[src/rtl/pipeline_hazard_ctrl_if.sv]
// Signal bundle between the hazard controller and the decode/execute and
// writeback/memory stages: instructions and memory handshake in, controls out.
interface pipeline_hazard_ctrl_if #(
    parameter int PERF_W = 32
);
    logic [31:0]       instr_de;
    logic [31:0]       instr_mw;
    logic              br_taken;
    logic              dmem_ack;
    logic              stall;
    logic              flush;
    logic              forw_a;
    logic              forw_b;
    logic              reg_wr;
    logic              dmem_req;
    logic              dmem_we;
    logic              mem_err;
    logic [PERF_W-1:0] stall_cnt;
    logic [PERF_W-1:0] flush_cnt;

    modport master (
        output instr_de, instr_mw, br_taken, dmem_ack,
        input  stall, flush, forw_a, forw_b, reg_wr,
        input  dmem_req, dmem_we, mem_err, stall_cnt, flush_cnt
    );

    modport slave (
        input  instr_de, instr_mw, br_taken, dmem_ack,
        output stall, flush, forw_a, forw_b, reg_wr,
        output dmem_req, dmem_we, mem_err, stall_cnt, flush_cnt
    );
endinterface

[src/rtl/pipeline_hazard_ctrl.sv]
// Hazard/sequencing controller for a three-stage pipeline: operand forwarding,
// load-use interlock, data-memory handshake with timeout, and perf counters.
module pipeline_hazard_ctrl #(
    parameter int WAIT_MAX = 16,
    parameter int PERF_W   = 32
) (
    input  logic                   clk,
    input  logic                   rst,
    pipeline_hazard_ctrl_if.slave  bus
);
    localparam int            CW        = $clog2(WAIT_MAX);
    localparam logic [CW-1:0] WAIT_LAST = CW'(WAIT_MAX - 1);

    localparam logic [4:0] OP_R     = 5'b01100;
    localparam logic [4:0] OP_I     = 5'b00100;
    localparam logic [4:0] OP_LD    = 5'b00000;
    localparam logic [4:0] OP_ST    = 5'b01000;
    localparam logic [4:0] OP_BR    = 5'b11000;
    localparam logic [4:0] OP_JAL   = 5'b11011;
    localparam logic [4:0] OP_JALR  = 5'b11001;
    localparam logic [4:0] OP_LUI   = 5'b01101;
    localparam logic [4:0] OP_AUIPC = 5'b00101;

    typedef enum logic [1:0] {RUN, MEM_WAIT, LD_USE} state_t;

    function automatic logic f_writes_rd(input logic [4:0] op);
        return (op == OP_R) || (op == OP_I) || (op == OP_LD) || (op == OP_JAL) ||
               (op == OP_JALR) || (op == OP_LUI) || (op == OP_AUIPC);
    endfunction

    function automatic logic f_uses_rs1(input logic [4:0] op);
        return (op == OP_R) || (op == OP_I) || (op == OP_LD) || (op == OP_ST) ||
               (op == OP_BR) || (op == OP_JALR);
    endfunction

    function automatic logic f_uses_rs2(input logic [4:0] op);
        return (op == OP_R) || (op == OP_ST) || (op == OP_BR);
    endfunction

    state_t            r_state;
    state_t            w_state_next;
    logic [CW-1:0]     r_wait_cnt;
    logic [CW-1:0]     w_wait_next;
    logic [PERF_W-1:0] r_stall_cnt;
    logic [PERF_W-1:0] r_flush_cnt;

    logic [4:0] w_op_de;
    logic [4:0] w_op_mw;
    logic [4:0] w_rd_mw;
    logic       w_bubble;
    logic       w_wr_mw;
    logic       w_ld_mw;
    logic       w_st_mw;
    logic       w_mem_mw;
    logic       w_hit_rs1;
    logic       w_hit_rs2;
    logic       w_dep;
    logic       w_redirect;
    logic       w_stall;
    logic       w_flush;
    logic       w_forw_a;
    logic       w_forw_b;
    logic       w_reg_wr;
    logic       w_req;
    logic       w_we;
    logic       w_err;
    logic       w_unused;

    assign w_op_de   = bus.instr_de[6:2];
    assign w_op_mw   = bus.instr_mw[6:2];
    assign w_rd_mw   = bus.instr_mw[11:7];
    assign w_bubble  = (bus.instr_mw == 32'h0000_0000);
    assign w_wr_mw   = !w_bubble && f_writes_rd(w_op_mw) && (w_rd_mw != 5'd0);
    assign w_ld_mw   = !w_bubble && (w_op_mw == OP_LD);
    assign w_st_mw   = !w_bubble && (w_op_mw == OP_ST);
    assign w_mem_mw  = w_ld_mw || w_st_mw;
    assign w_hit_rs1 = f_uses_rs1(w_op_de) && (bus.instr_de[19:15] == w_rd_mw);
    assign w_hit_rs2 = f_uses_rs2(w_op_de) && (bus.instr_de[24:20] == w_rd_mw);
    assign w_dep     = w_ld_mw && w_wr_mw && (w_hit_rs1 || w_hit_rs2);
    assign w_unused  = &{1'b0, bus.instr_de[31:25], bus.instr_de[14:7], bus.instr_de[1:0]};

    // The ALU pipeline register holds a load's address, never its data.
    assign w_forw_a = w_wr_mw && !w_ld_mw && w_hit_rs1 && (r_state != LD_USE);
    assign w_forw_b = w_wr_mw && !w_ld_mw && w_hit_rs2 && (r_state != LD_USE);

    assign w_redirect = ((w_op_de == OP_BR) && bus.br_taken) ||
                        (w_op_de == OP_JAL) || (w_op_de == OP_JALR);
    assign w_flush    = w_redirect && !w_stall;

    always_comb begin
        w_state_next = r_state;
        w_wait_next  = r_wait_cnt;
        w_stall      = 1'b0;
        w_reg_wr     = 1'b0;
        w_req        = 1'b0;
        w_we         = 1'b0;
        w_err        = 1'b0;
        case (r_state)
            RUN: begin
                w_req = w_mem_mw;
                w_we  = w_st_mw;
                if (w_mem_mw && !bus.dmem_ack) begin
                    w_stall      = 1'b1;
                    w_wait_next  = CW'(1);
                    w_state_next = MEM_WAIT;
                end else if (w_dep) begin
                    w_reg_wr     = 1'b1;
                    w_stall      = 1'b1;
                    w_state_next = LD_USE;
                end else begin
                    w_reg_wr = w_wr_mw;
                end
            end
            MEM_WAIT: begin
                w_req   = 1'b1;
                w_we    = w_st_mw;
                w_stall = 1'b1;
                if (bus.dmem_ack) begin
                    w_reg_wr    = w_wr_mw;
                    w_wait_next = '0;
                    if (w_dep) begin
                        w_state_next = LD_USE;
                    end else begin
                        w_stall      = 1'b0;
                        w_state_next = RUN;
                    end
                end else if (r_wait_cnt == WAIT_LAST) begin
                    // Give up: the instruction retires without effect.
                    w_err        = 1'b1;
                    w_stall      = 1'b0;
                    w_wait_next  = '0;
                    w_state_next = RUN;
                end else begin
                    w_wait_next = r_wait_cnt + CW'(1);
                end
            end
            LD_USE: begin
                w_state_next = RUN;
            end
            default: begin
                w_state_next = RUN;
            end
        endcase
    end

    always_ff @(posedge clk or negedge rst) begin
        if (!rst) begin
            r_state     <= RUN;
            r_wait_cnt  <= '0;
            r_stall_cnt <= '0;
            r_flush_cnt <= '0;
        end else begin
            r_state    <= w_state_next;
            r_wait_cnt <= w_wait_next;
            if (w_stall && (r_stall_cnt != '1)) begin
                r_stall_cnt <= r_stall_cnt + PERF_W'(1);
            end
            if (w_flush && (r_flush_cnt != '1)) begin
                r_flush_cnt <= r_flush_cnt + PERF_W'(1);
            end
        end
    end

    // Combinational controls are held low for the whole reset window.
    assign bus.stall     = rst && w_stall;
    assign bus.flush     = rst && w_flush;
    assign bus.forw_a    = rst && w_forw_a;
    assign bus.forw_b    = rst && w_forw_b;
    assign bus.reg_wr    = rst && w_reg_wr;
    assign bus.dmem_req  = rst && w_req;
    assign bus.dmem_we   = rst && w_we;
    assign bus.mem_err   = rst && w_err;
    assign bus.stall_cnt = r_stall_cnt;
    assign bus.flush_cnt = r_flush_cnt;
endmodule

[src/flat_wrapper.sv]
// flat-port wrapper written by rule: the top's interface ports become plain ports
module pipeline_hazard_ctrl_flat 
#(
    parameter int WAIT_MAX = 16,
    parameter int PERF_W   = 32
)
  (clk, rst, bus_instr_de, bus_instr_mw, bus_br_taken, bus_dmem_ack, bus_stall, bus_flush, bus_forw_a, bus_forw_b, bus_reg_wr, bus_dmem_req, bus_dmem_we, bus_mem_err, bus_stall_cnt, bus_flush_cnt);
  pipeline_hazard_ctrl_if #(.PERF_W(PERF_W)) bus_i ();
  input  logic clk;
  input  logic rst;
  input wire logic [$bits(bus_i.instr_de)-1:0] bus_instr_de;
  input wire logic [$bits(bus_i.instr_mw)-1:0] bus_instr_mw;
  input wire logic [$bits(bus_i.br_taken)-1:0] bus_br_taken;
  input wire logic [$bits(bus_i.dmem_ack)-1:0] bus_dmem_ack;
  output wire logic [$bits(bus_i.stall)-1:0] bus_stall;
  output wire logic [$bits(bus_i.flush)-1:0] bus_flush;
  output wire logic [$bits(bus_i.forw_a)-1:0] bus_forw_a;
  output wire logic [$bits(bus_i.forw_b)-1:0] bus_forw_b;
  output wire logic [$bits(bus_i.reg_wr)-1:0] bus_reg_wr;
  output wire logic [$bits(bus_i.dmem_req)-1:0] bus_dmem_req;
  output wire logic [$bits(bus_i.dmem_we)-1:0] bus_dmem_we;
  output wire logic [$bits(bus_i.mem_err)-1:0] bus_mem_err;
  output wire logic [$bits(bus_i.stall_cnt)-1:0] bus_stall_cnt;
  output wire logic [$bits(bus_i.flush_cnt)-1:0] bus_flush_cnt;
  assign bus_i.instr_de = bus_instr_de;
  assign bus_i.instr_mw = bus_instr_mw;
  assign bus_i.br_taken = bus_br_taken;
  assign bus_i.dmem_ack = bus_dmem_ack;
  assign bus_stall = bus_i.stall;
  assign bus_flush = bus_i.flush;
  assign bus_forw_a = bus_i.forw_a;
  assign bus_forw_b = bus_i.forw_b;
  assign bus_reg_wr = bus_i.reg_wr;
  assign bus_dmem_req = bus_i.dmem_req;
  assign bus_dmem_we = bus_i.dmem_we;
  assign bus_mem_err = bus_i.mem_err;
  assign bus_stall_cnt = bus_i.stall_cnt;
  assign bus_flush_cnt = bus_i.flush_cnt;
  pipeline_hazard_ctrl #(.WAIT_MAX(WAIT_MAX), .PERF_W(PERF_W)) u_core (.clk(clk), .rst(rst), .bus(bus_i));
endmodule
[config.mk]
export PLATFORM = sky130hd
export DESIGN_NAME = pipeline_hazard_ctrl_flat
export DESIGN_NICKNAME = d
export VERILOG_FILES = /design/src/rtl/pipeline_hazard_ctrl_if.sv /design/src/rtl/pipeline_hazard_ctrl.sv /design/src/flat_wrapper.sv
export SDC_FILE = /design/constraint.sdc
export NUM_CORES = 1
export LEC_CHECK = 0
export BUFFER_PORTS_ARGS = -buffer_cell sky130_fd_sc_hd__buf_2
export CORE_MARGIN = 2
export CORE_UTILIZATION = 54
export DETAILED_ROUTE_END_ITERATION = 12
export GPL_ROUTABILITY_DRIVEN = 0
export PLACE_DENSITY = 0.83
export SLEW_MARGIN = 20
export SYNTH_ARGS = -nofsm -noshare
export SYNTH_HDL_FRONTEND = slang
export SYNTH_SLANG_ARGS = --single-unit
export TNS_END_PERCENT = 100
[constraint.sdc]
create_clock -name clk -period 3.9 [get_ports clk]
set_input_delay 0.195 -clock clk [delete_from_list [all_inputs] [get_ports clk]]
set_output_delay 0.195 -clock clk [all_outputs]
set_load 0.01 [all_outputs]
* Word-level counts from Yosys, hierarchy flattened *
Index checks and enable logic that the tools add are counted.

storage, ports and cells
  flip-flop bits (word level) = 70
  latch bits = 0
  memory bits (writable) = 0
  memory bits (read-only) = 0
  output and inout port bits = 72
  word-level logic and storage cells = 110
  memories kept = 0

operators by class
  add/sub/neg operators = 3
  multipliers = 0
  divide/modulo/power cells = 0
  order comparisons = 0
  eq/ne operators = 23
  shifts and indexed selects = 0
  muxes and demuxes = 24
  bitwise logic cells = 0
  reduce and logical (&&, ||, !) cells = 56

operator list
  cell                     number
  $add A32 B1 Y32 const B  2
  $ne A32 B32 Y1 const B   2
  $logic_not A32 Y1        1
  $logic_and A1 B1 Y1      26
  $eq A5 B4 Y1 const B     5
  $eq A5 B5 Y1 const B     5
  $logic_or A1 B1 Y1       17
  $eq A5 B3 Y1 const B     3
  $mux W4                  3
  $mux W1                  11
  $eq A5 B5 Y1             2
  $logic_not A5 Y1         2
  $mux W2                  5
  $pmux W4 S2              1
  $pmux W1 S2              3
  $reduce_bool A5 Y1       1
  $add A4 B1 Y4 const B    1
  $eq A4 B4 Y1 const B     1
  $logic_not A1 Y1         4
  $pmux W2 S2              1
  $reduce_and A2 Y1        2
  $ne A3 B1 Y1 const B     1
  $ne A3 B2 Y1 const B     1
  $eq A2 B1 Y1 const B     1
  5 further kinds          5

* Longest topological paths before layout *
  depth in word-level cells = 17
  mapped depth = 9
  gate-level depth less buffers = 8

* Worst setup path before layout *
Ideal clock, no wire load.

  kind = reg-to-reg
  start = register u_core.r_stall_cnt[17] (netlist: u_core.bus.stall_cnt[17])
  end = register u_core.r_stall_cnt[10] (netlist: u_core.bus.stall_cnt[10])
  setup time = 0.126 ns
  data arrival time = 1.934 ns
  required time = 3.774 ns
  slack = 1.840 ns
  stages on the path, launching flop included = 9
  buffers on the path = 1
  clock period less this slack = 2.060 ns
  path through = dfrtp_1 -> and3_1 -> and3_1 -> and3_1 -> nand4_1 -> a21boi_4 -> buf_4 -> nand3_1 -> xnor2_1

on the way
  cells in the longest elaborated chain, start to end = 2

ends and longest elaborated chain
  what                      RTL line                     text
  start: declaration        pipeline_hazard_ctrl.sv:44   logic [PERF_W-1:0] r_stall_cnt;
  start signal: assignment  pipeline_hazard_ctrl.sv:156  r_stall_cnt <= r_stall_cnt + PERF_W'(1);
  $ne A32 B32 Y1            pipeline_hazard_ctrl.sv:155  if (w_stall && (r_stall_cnt != '1)) begin
  $logic_and A1 B1 Y1       pipeline_hazard_ctrl.sv:155

No other way between the ends.
A chain may end at the register's enable or synchronous reset.

* Final worst setup path *
  start = register u_core.r_flush_cnt[0] (netlist: u_core.bus.flush_cnt[0])
  end = register u_core.r_flush_cnt[1] (netlist: u_core.bus.flush_cnt[1])

on the way
  cells in the longest elaborated chain, start to end = 2

ends and longest elaborated chain
  what                                                     RTL line                     text
  start: declaration                                       pipeline_hazard_ctrl.sv:45   logic [PERF_W-1:0] r_flush_cnt;
  start signal: assignment                                 pipeline_hazard_ctrl.sv:159  r_flush_cnt <= r_flush_cnt + PERF_W'(1);
  branches (longest 2 deep; another with $add A32 B1 Y32)  --

Several ways; the timed one is not identified.

==> impl_metrics.json <==
{
  "portBuffers": 122,
  "relSlewSlack_pct": 55.56,
  "power.switching_mw": 0.4688,
  "synth_common_cells": "dfrtp_1 (70), xor2_1 (41), nor2_1 (37)",
  "insertion_delay_ps": 340,
  "initial_core_util_pct": 56.63,
  "endpoint": "u_core.bus.flush_cnt[1]$_DFFE_PN0P_",
  "rows": 30,
  "clock_sinks": 70,
  "power_mw": 1.779,
  "dr_total_vias": 3464,
  "synth_area_leaders": "dfrtp_1 (45%), xor2_1 (9.2%), xnor2_1 (7.0%)",
  "crit_start": "u_core.bus.flush_cnt[0]$_DFFE_PN0P_",
  "max_stage_delay_ps": 410,
  "avgRoutedWirePerCell_um": 14.69,
  "first_global_vias": 3325,
  "slew_viol_final": 0,
  "r2r_end": "u_core.bus.flush_cnt[1]$_DFFE_PN0P_",
  "grt_first_pass_wirelength_um": 15000,
  "max_freq_ghz": 0.4133,
  "post_cts_resized": 0,
  "synth.yosys.seq_area_share_pct": 45.03,
  "track_usage_pct": 24.26,
  "irDropWorstVdd_v": 0.0002729,
  "rsz0062_at_grt": "no",
  "clock_skew_ps": 8.160,
  "fin_nets": 593,
  "grt_overflow": 0,
  "end_kind": "flop",
  "maxCapViolCount": 0,
  "synth_top_cell_by_area": "dfrtp_1",
  "r2r_slack_ps": 1480,
  "synth_edf_count": 0,
  "cts_buffers": 9,
  "die_w_um": 88.88,
  "synth-seq-cells": 70,
  "ys_warn_count": 0,
  "final_antenna_net_count": 0,
  "netSwitchingFraction_pct": 26.36,
  "dr.pass1.iters": 4,
  "pwr-share-seq_pct": 47.4,
  "grt_max_degree": 58,
  "core_um2": 6869,
  "cp_max_fo": 14,
  "worstSetupPathType": "flop to flop",
  "cts_buffer_depth": 2,
  "p_int_mw": 1.310,
  "cts_hold_buf": 1,
  "yosysMostFrequentCell": "dfrtp_1",
  "outcome": "finished, final reports clean",
  "path_cells": "ha_1 -> and3_1 -> and4_1 -> nand2_1 -> nand2b_1 -> mux2_2",
  "setup_viol": 0,
  "postSynthCellCount": 394,
  "dpl.hpwl_um": 6856,
  "max_slew.worst_pin.slew_ps": 666.6,
  "antenna_found_initial": 0,
  "syn_area_per_cell_um2": 9.873,
  "chipHeight_um": 88.88,
  "ys_async_sr_fraction_pct": 100.0,
  "leakage_nw": 2.451,
  "drt_iter0_drc": 186,
  "drc": 0,
  "htreeDepth": 3,
  "worstRegToRegCells": 6,
  "viasPerCell": 5.560,
  "fill_cells": 552,
  "cp_slowest_cell": "dfrtp_1",
  "rr_startpoint": "u_core.bus.flush_cnt[0]$_DFFE_PN0P_",
  "powerDensity_nw_per_um2": 368.7,
  "postCtsSetupBuffers": 0,
  "final-hold-violation-count": 0,
  "hold_slack_ps": 211.9,
  "drt_wl_total_um": 9150,
  "cts_tree": "done",
  "synth_cell_types": 48,
  "cp-start-kind": "flop",
  "power_frac_clock_pct": 39.0,
  "die_area_um2": 7899,
  "cts_root_buf": "clkbuf_8",
  "syn_area_um2": 3890,
  "drive_gt1_share_pct": 30.36,
  "antennaDiodeCount": 0,
  "combPwrFrac_pct": 13.6,
  "yosysTopAreaCellShare_pct": 45.03,
  "fin_setup_tns_ps": 0,
  "worstPathArrival_ps": 2640,
  "syn_nets": 465,
  "syn2layout_area_growth_pct": 24.03,
  "hp-class": "input port to flop",
  "clk_pin_slew_ps": 70,
  "pin_count": 140,
  "period_minus_slack_ps": 2420,
  "finalCritPeriodShare_pct": 62.04,
  "cp.required_ps": 4120,
  "ys.flop_type": "dfrtp_1"
}
## worst min-delay path by stage
stage / slack (ps) / startpoint / end / cells past startpoint
2_1_floorplan: -100 / rst / u_core.bus.flush_cnt[0]$_DFFE_PN0P_ / 0
3_3_place_gp: 170 / rst / u_core.bus.flush_cnt[19]$_DFFE_PN0P_ / 1
3_5_place_dp: 160 / rst / u_core.bus.flush_cnt[20]$_DFFE_PN0P_ / 1
4_1_cts: 190 / bus_dmem_ack / u_core.r_state[1]$_DFFE_PN0P_ / 3
5_1_grt: 230 / bus_instr_mw[5] / u_core.r_state[1]$_DFFE_PN0P_ / 3
6_report: 210 / bus_dmem_ack / u_core.r_state[1]$_DFFE_PN0P_ / 3
## routing by layer
| metal | global-route usage [%] | vias up | wire length (um) | share of wire (%) |
|---|---|---|---|---|
| li1 | - | 1665 | - | - |
| met4 | 6.612 | 0 | 104 | 1.1 |
| met2 | 40.43 | 104 | 4606 | 50 |
| met5 | 0 | - | 0 | 0 |
| met1 | 30.53 | 1684 | 3866 | 42 |
| met3 | 7.649 | 11 | 572 | 6.3 |
## sequential cells by signal, indices dropped and copies added, names as in the netlist
| signal | count |
|---|---|
| u_core.bus.stall_cnt | 32 |
| u_core.bus.flush_cnt | 32 |
| u_core.r_state | 2 |
| u_core.r_wait_cnt | 4 |
## power by group through the flow
stage / combinational (mW) / clock [mW] / sequential (mW)
global placement: 0.235 / 0 / 0.850
floorplan: 0.108 / 0 / 0.865
finish: 0.242 / 0.694 / 0.843
global route: 0.276 / 0.741 / 0.852
CTS: 0.247 / 0.700 / 0.844
detailed placement: 0.245 / 0 / 0.857
## cell usage in the layout (no fill, tap or decap), drive strengths merged, types with 4 or more instances in the layout
cell,count
nor4,13
inv,8
xnor2,31
nor2,38
and3,19
and2,9
nand3,31
clkbuf,9
and4,4
nand4,31
nor3,20
buf,123
dfrtp,70
o21ai,6
nand2,32
xor2,41
## cell families (layout without fill, tap and decap cells)
kind of cell               after synthesis  in the layout  share of synthesized area [%]
muxes                                    2              2                         0.5789
AOI/OAI and AO/OA                       21             21                          4.471
adders and majority gates                3              3                         0.9650
and+or+nand+nor                        211            211                          30.69
xor gates and xnor gates                72             72                          16.21
buffers and inverters                   15            148                          2.058
DFF                                     70             70                          45.03
## through the flow
step / std cells / instance area (um^2) / utilization [%] / setup slack (ps)
6_report: 623 / 4825 / 70.24 / 1480
5_1_grt: 623 / 4825 / 70.24 / 1270
4_1_cts: 623 / 4825 / 70.24 / 1450
3_5_place_dp: 606 / 4578 / 66.65 / 1390
3_3_place_gp: 606 / 4578 / 66.65 / 1482
2_1_floorplan: 394 / 3890 / - / 1840
## final cells by class
class | instances | area [um^2] | share of cell area, %
clock inverters | 7 | 112.6 | 2.334
repair buffers | 124 | 628.1 | 13.02
clock buffers | 9 | 123.9 | 2.567
flip-flops and latches | 70 | 1752 | 36.31
inverters | 8 | 30.03 | 0.6224
multi-input cells | 309 | 2058 | 42.66
well taps | 96 | 120.1 | 2.490
## critical path, delay by kind of cell (launching register included)
family	cells	cell delay (ps)
muxes	1	350
adders and majority gates	1	250
and+or+nand+nor	4	1290
DFF	1	410
No activity file was read; power rests on OpenSTA's default activity.
